**src/rtl/div_iter_pkg.sv**
```systemverilog
// Shared multdiv definitions for the iterative signed divider: FSM states,
// sizing constants, overflow operands and the captured-operand record.
package div_iter_pkg;

  localparam int WIDTH     = 32;
  localparam int CNT_W     = 6;
  localparam int LAST_ITER = 31;

  localparam logic [31:0] INT_MIN = 32'h8000_0000;
  localparam logic [31:0] NEG_ONE = 32'hFFFF_FFFF;

  typedef enum logic [1:0] {
    IDLE = 2'd0,
    RUN  = 2'd1,
    FIX  = 2'd2,
    DONE = 2'd3
  } div_state_e;

  // Operands as latched on the start edge; magnitudes are unsigned so
  // |INT_MIN| is representable.
  typedef struct packed {
    logic [WIDTH-1:0] a_mag;
    logic [WIDTH-1:0] b_mag;
    logic             sign_q;
    logic             sign_r;
    logic             ovf;
  } div_op_t;

  function automatic logic [WIDTH-1:0] mag(input logic [WIDTH-1:0] v);
    return v[WIDTH-1] ? -v : v;
  endfunction

endpackage

```
**src/rtl/div_iter_ctrl.sv**
```systemverilog
// Divider control: FSM plus iteration counter, sequencing load, one
// non-restoring step per RUN cycle, the sign fix-up and the ready pulse.
module div_ctrl
  import div_iter_pkg::*;
#(
  parameter int CNT_W = 6,
  parameter int LAST  = 31
) (
  input  logic clk,
  input  logic resetn,
  input  logic ctrl_div,
  input  logic divisor_zero,
  input  logic p_sign,
  output logic load,
  output logic iterate,
  output logic add_not_sub,
  output logic fix,
  output logic ready
);

  div_state_e       state, state_nxt;
  logic [CNT_W-1:0] count;

  always_ff @(posedge clk or negedge resetn) begin
    if (!resetn) state <= IDLE;
    else         state <= state_nxt;
  end

  // A start request wins in every state, abandoning whatever was in flight.
  always_comb begin
    state_nxt = state;
    unique case (state)
      IDLE: state_nxt = IDLE;
      RUN: begin
        if (divisor_zero)                  state_nxt = DONE;
        else if (count == CNT_W'(LAST))    state_nxt = FIX;
        else                               state_nxt = RUN;
      end
      FIX:  state_nxt = DONE;
      DONE: state_nxt = IDLE;
      default: state_nxt = IDLE;
    endcase
    if (ctrl_div) state_nxt = RUN;
  end

  always_comb begin
    load        = ctrl_div;
    iterate     = (state == RUN) && !divisor_zero;
    add_not_sub = p_sign;
    // Divide-by-zero writes its fixed outputs from the first RUN cycle.
    fix         = (state == FIX) || ((state == RUN) && divisor_zero);
    ready       = (state == DONE);
  end

  always_ff @(posedge clk or negedge resetn) begin
    if (!resetn)      count <= '0;
    else if (load)    count <= '0;
    else if (iterate) count <= count + 1'b1;
  end

endmodule

```
**src/rtl/div_iter.sv**
```systemverilog
// Sequential signed divider: non-restoring radix-2 on operand magnitudes,
// one quotient bit per cycle, then sign correction into output registers.
module div_iter
  import div_iter_pkg::*;
#(
  parameter int WIDTH = 32,
  parameter int CNT_W = 6
) (
  input  logic             clk,
  input  logic             resetn,
  input  logic             ctrl_div,
  input  logic [WIDTH-1:0] data_operandA,
  input  logic [WIDTH-1:0] data_operandB,
  output logic [WIDTH-1:0] data_result,
  output logic [WIDTH-1:0] data_remainder,
  output logic             data_exception,
  output logic             data_resultRDY
);

  div_op_t          op_q;
  logic [WIDTH:0]   p_q;
  logic [WIDTH-1:0] q_q;
  logic             divisor_zero;
  logic             load, iterate, add_not_sub, fix;
  logic [WIDTH:0]   alu_a, alu_b, alu_y;
  logic [WIDTH-1:0] rem_mag;

  div_ctrl #(.CNT_W(CNT_W), .LAST(WIDTH-1)) u_ctrl (
    .clk          (clk),
    .resetn       (resetn),
    .ctrl_div     (ctrl_div),
    .divisor_zero (divisor_zero),
    .p_sign       (p_q[WIDTH]),
    .load         (load),
    .iterate      (iterate),
    .add_not_sub  (add_not_sub),
    .fix          (fix),
    .ready        (data_resultRDY)
  );

  assign divisor_zero = (op_q.b_mag == '0);

  // One shared 33-bit adder: shifted {P,Q} while iterating, plain P for the
  // final remainder restore.
  assign alu_a   = iterate ? {p_q[WIDTH-1:0], q_q[WIDTH-1]} : p_q;
  assign alu_b   = {1'b0, op_q.b_mag};
  assign alu_y   = add_not_sub ? (alu_a + alu_b) : (alu_a - alu_b);
  assign rem_mag = p_q[WIDTH] ? alu_y[WIDTH-1:0] : p_q[WIDTH-1:0];

  always_ff @(posedge clk or negedge resetn) begin
    if (!resetn) begin
      op_q <= '0;
      p_q  <= '0;
      q_q  <= '0;
    end else if (load) begin
      op_q.a_mag  <= mag(data_operandA);
      op_q.b_mag  <= mag(data_operandB);
      op_q.sign_q <= data_operandA[WIDTH-1] ^ data_operandB[WIDTH-1];
      op_q.sign_r <= data_operandA[WIDTH-1];
      op_q.ovf    <= (data_operandA == INT_MIN) && (data_operandB == NEG_ONE);
      p_q         <= '0;
      q_q         <= mag(data_operandA);
    end else if (iterate) begin
      p_q <= alu_y;
      q_q <= {q_q[WIDTH-2:0], ~alu_y[WIDTH]};
    end
  end

  // Outputs hold between operations; only a new start clears the exception.
  always_ff @(posedge clk or negedge resetn) begin
    if (!resetn) begin
      data_result    <= '0;
      data_remainder <= '0;
      data_exception <= 1'b0;
    end else if (load) begin
      data_exception <= 1'b0;
    end else if (fix) begin
      if (divisor_zero) begin
        data_result    <= '0;
        data_remainder <= op_q.sign_r ? -op_q.a_mag : op_q.a_mag;
        data_exception <= 1'b1;
      end else begin
        data_result    <= op_q.sign_q ? -q_q : q_q;
        data_remainder <= op_q.sign_r ? -rem_mag : rem_mag;
        data_exception <= op_q.ovf;
      end
    end
  end

endmodule

```
**config.mk**
```make
export PLATFORM = sky130hd
export DESIGN_NAME = div_iter
export DESIGN_NICKNAME = d
export VERILOG_FILES = /design/src/rtl/div_iter_pkg.sv /design/src/rtl/div_iter_ctrl.sv /design/src/rtl/div_iter.sv
export SDC_FILE = /design/constraint.sdc
export NUM_CORES = 1
export LEC_CHECK = 0
export BUFFER_PORTS_ARGS = -buffer_cell sky130_fd_sc_hd__buf_2
export CAP_MARGIN = 20
export CORE_MARGIN = 3
export CORE_UTILIZATION = 60
export CTS_CLUSTER_SIZE = 8
export DETAILED_ROUTE_END_ITERATION = 8
export GPL_TIMING_DRIVEN = 0
export PLACE_DENSITY = 0.88
export SLEW_MARGIN = 20
export SYNTH_ARGS = -nofsm -noshare
export SYNTH_HDL_FRONTEND = slang
export SYNTH_SLANG_ARGS = --single-unit
```
**constraint.sdc**
```tcl
create_clock -name clk -period 11.85 [get_ports clk]
set_input_delay 1.7775 -clock clk [delete_from_list [all_inputs] [get_ports clk]]
set_output_delay 1.7775 -clock clk [all_outputs]
set_load 0.01 [all_outputs]
```
==> flow_metrics.tcl <==
set metrics [dict create \
    final_nets 2173 \
    synth_compound_area_frac 0.228 \
    r2r_cells 25 \
    grt_max_degree 96 \
    yosysWarnings 0 \
    clk_pin_slew_ns 0.05 \
    cp-end-kind "flip-flop" \
    cts_resized 0 \
    ant_nets 0 \
    ys_async_sr_fraction 1.00 \
    hold_path.class "flip-flop to flip-flop" \
    cts_buffer_depth 3 \
    die_height_um 164 \
    pre_cts_slack_ns 3.85 \
    synth_top_family_by_area "compound AO/OA/AOI/OAI gates" \
    synth.avg_cell_area_sq_um 7.88 \
    p_leak_nw 7.26 \
    dr.pass1.iters 8 \
    r2r-end "data_remainder[31]" \
    htree_levels 1 \
    place.gp.congestion 0.991 \
    drt_iter0_drc 1921 \
    clkLatencyLatePin_ns 0.57 \
    critPathBufInv 3 \
    track_usage 0.364 \
    vdd_drop_max_uv 153 \
    synth-simple-area-share 0.222 \
    hpwl_um 37800 \
    core-area_sq_um 24500 \
    core.rowCount 57 \
    fmax_ghz 0.119 \
    worstSetupStartpointType "flip-flop" \
    cts_root_buffer "clkbuf_16" \
    wl_met2_um 22100 \
    dieArea_sq_um 26900 \
    fin_ws_ns 3.46 \
    numCtsBuffers 29 \
    relSlewSlack 0.321 \
    status "finished, final reports clean" \
    crit_fanout 10 \
    skew_ns 0.0196 \
    ys_types 80 \
    setup-violations-final 0 \
    cts.sinks 205 \
    cts_tree "done" \
    cp_slowest_cell "or4_4" \
    grt_pass1_wl_um 77800 \
    syn_nets 2010 \
    top_layer "met5" \
    drc 0 \
    synth.ff_latch_count 205 \
    ios 133 \
    period_minus_slack_ns 8.39 \
    rsz0062_at_grt "no" \
    grt_pass1_vias 14800 \
    startpoint "alu_b[2]" \
    totalWireLength_um 49900 \
    post_drt_wl_per_cell_um 20.9 \
    tns_ns 0 \
    finalHoldViolations 0 \
    synth_area_sq_um 15000 \
    final_util 0.690 \
    synthMuxAreaShare 0.0149 \
    antenna_found_initial 1 \
    syn_inst 1902 \
    wl_met3_um 6390 \
    grt_overflow 0 \
    postCtsSetupRepairBufs 0 \
    area_growth_syn_to_layout_pct 12.6 \
    vias 15700 \
    synthAdderAreaFrac 0.0347 \
    cpPeakStageDelay_ns 0.56 \
    port-buffer-count 130 \
    die_x_um 164 \
    reg2reg_from "alu_b[2]" \
    cts_hold_buf 0 \
    hold_path_end "data_result[13]" \
    synth-edff-count 0 \
    viasPerCell 6.55 \
    hold_ws_ns 0.473 \
    start_util 0.613 \
    synthFlopType "dfrtp_1" \
    yosys.area_share.xor_xnor 0.120 \
    drive_gt1_frac 0.0958 \
    wl_met1_um 19200 \
    worstPathArrival_ns 8.87 \
    hold_depth 2 \
    powerDensity_nw_per_um2 230 \
    critPathKind "flip-flop to flip-flop" \
    critPathTopFamily "simple AND/OR/NAND/NOR gates" \
    maxCapViolations 0 \
    cp_common_cell "clkbuf_1" \
    min_from "data_result[13]" \
    rrSetupSlack_ns 3.46 \
    finalMaxSlewViolations 0 \
    nFillCells 1950 \
    worst_pin_slew_ns 1.02 \
    antenna_cells 0 \
    fin_crit_sh 0.708 \
    required_ns 12.33 \
    ys_seq_area_frac 0.342 \
]
==> stage by stage <==
step | instances | total power [mW] | instance area [sq um]
6_report | 2390 | 3.87 | 16900
5_1_grt | 2390 | 4.12 | 16900
4_1_cts | 2390 | 3.81 | 16900
3_5_place_dp | 2358 | 3.05 | 16100
3_3_place_gp | 2356 | 2.99 | 16000
2_1_floorplan | 1902 | 2.49 | 15000
==> cell usage in the layout, fill, tap and decap left out, types with 11 or more instances in the layout <==
| cell type | count |
|---|---|
| nand2b_1 | 19 |
| xor2_1 | 146 |
| and2_1 | 11 |
| a211oi_1 | 19 |
| ha_1 | 40 |
| or4_1 | 14 |
| o41ai_1 | 16 |
| or3_1 | 32 |
| xnor2_1 | 60 |
| o21a_1 | 48 |
| nor4_1 | 17 |
| nand3_1 | 16 |
| o31ai_1 | 61 |
| a31oi_1 | 16 |
| o21ai_0 | 131 |
| buf_2 | 131 |
| buf_1 | 12 |
| nand4_1 | 20 |
| inv_1 | 35 |
| nand2_1 | 307 |
| dfrtp_1 | 205 |
| nor2_1 | 195 |
| nor3_1 | 50 |
| nor2b_1 | 17 |
| a21oi_1 | 179 |
| mux2i_1 | 16 |
| clkbuf_16 | 29 |
| clkbuf_1 | 96 |
==> metal layers <==
layer	up-vias	global-route usage
met5	-	0
met4	2	0.141
met3	191	0.0979
met2	1001	0.569
met1	7433	0.485
li1	7024	-
==> how the worst max path moves through the flow <==
stage / endpoint / slack (ns) / cells past startpoint
global placement: data_remainder[31] / 4.00 / 25
finish: data_remainder[31] / 3.46 / 25
global route: data_remainder[28] / 3.17 / 25
CTS: data_remainder[31] / 3.78 / 25
detailed placement: data_remainder[31] / 3.85 / 25
floorplan: data_remainder[31] / 5.55 / 23
==> synth_stat cells, drive strengths merged (7+ instances only) <==
cell    instances  share of area
inv            35         0.0088
clkbuf         95          0.024
or4            16         0.0085
and2           11         0.0046
xnor2          60          0.035
a31oi          16         0.0067
or2             8         0.0033
xor2          146          0.085
nand2         307          0.077
nand2b         19         0.0079
o41ai          16         0.0094
a21oi         182          0.062
o211ai          7         0.0038
nand3          16         0.0053
a211oi         22          0.012
mux2i          16          0.011
nor2          195          0.049
nor2b          17         0.0071
ha             40          0.033
o21a           48          0.024
dfrtp         205           0.34
nand4          20         0.0083
or3            32          0.013
buf            17         0.0054
nor4           17         0.0071
o21ai         138          0.046
and3            9         0.0038
o31ai          62          0.031
a21o            9         0.0045
nor3           50          0.017
==> registers in the layout, summed over array words and instances (netlist names) <==
register        cells
q_q                32
data_remainder     32
data_exception      1
u_ctrl.state        2
u_ctrl.count        6
data_result        32
alu_b              32
op_q               35
p_q                33
==> worst reg2reg max path, cell delays in order (launching register included) <==
cell	delay (ns)
dfrtp_1	0.44
nor3_1	0.44
nor4bb_1	0.53
and2_1	0.27
and2_1	0.22
nand3b_1	0.24
nor3_1	0.54
nor2_1	0.29
clkbuf_1	0.51
clkbuf_1	0.42
nand2_1	0.26
nand2_1	0.10
ha_1	0.22
fa_1	0.44
a211oi_2	0.41
o211ai_2	0.27
a31o_2	0.30
or2_1	0.21
clkbuf_1	0.16
xnor2_1	0.31
a31oi_1	0.20
or4_4	0.56
and4bb_2	0.40
and3_1	0.19
mux2i_1	0.19
a32o_1	0.18
==> power by group <==
group          internal, mW  switching, mW  total, mW  leakage (nW)
Clock                 0.435          0.310      0.745         0.376
Sequential            0.811          0.118      0.929          2.44
Combinational         0.809           1.39       2.20          4.44
==> cell type report <==
| type | instances | area, sq um | share of cell area |
|---|---|---|---|
| flip-flops and latches | 205 | 5130 | 0.304 |
| clock buffers | 31 | 743 | 0.0441 |
| well taps | 324 | 405 | 0.0240 |
| multi-input cells | 1550 | 9290 | 0.550 |
| clock inverters | 1 | 20.0 | 0.00119 |
| inverters | 35 | 131 | 0.00779 |
| plain buffers | 112 | 438 | 0.0260 |
| repair buffers | 132 | 716 | 0.0424 |
==> logic make-up (layout without fill, tap and decap cells) <==
kind of cell,after synthesis,in the layout
and+or+nand+nor,734,734
adders and majority gates,41,41
DFF,205,205
muxes,21,21
xor gates and xnor gates,206,206
buffers and inverters,147,311
AOI/OAI and AO/OA,548,548
Power figures use the tool's default switching activity.
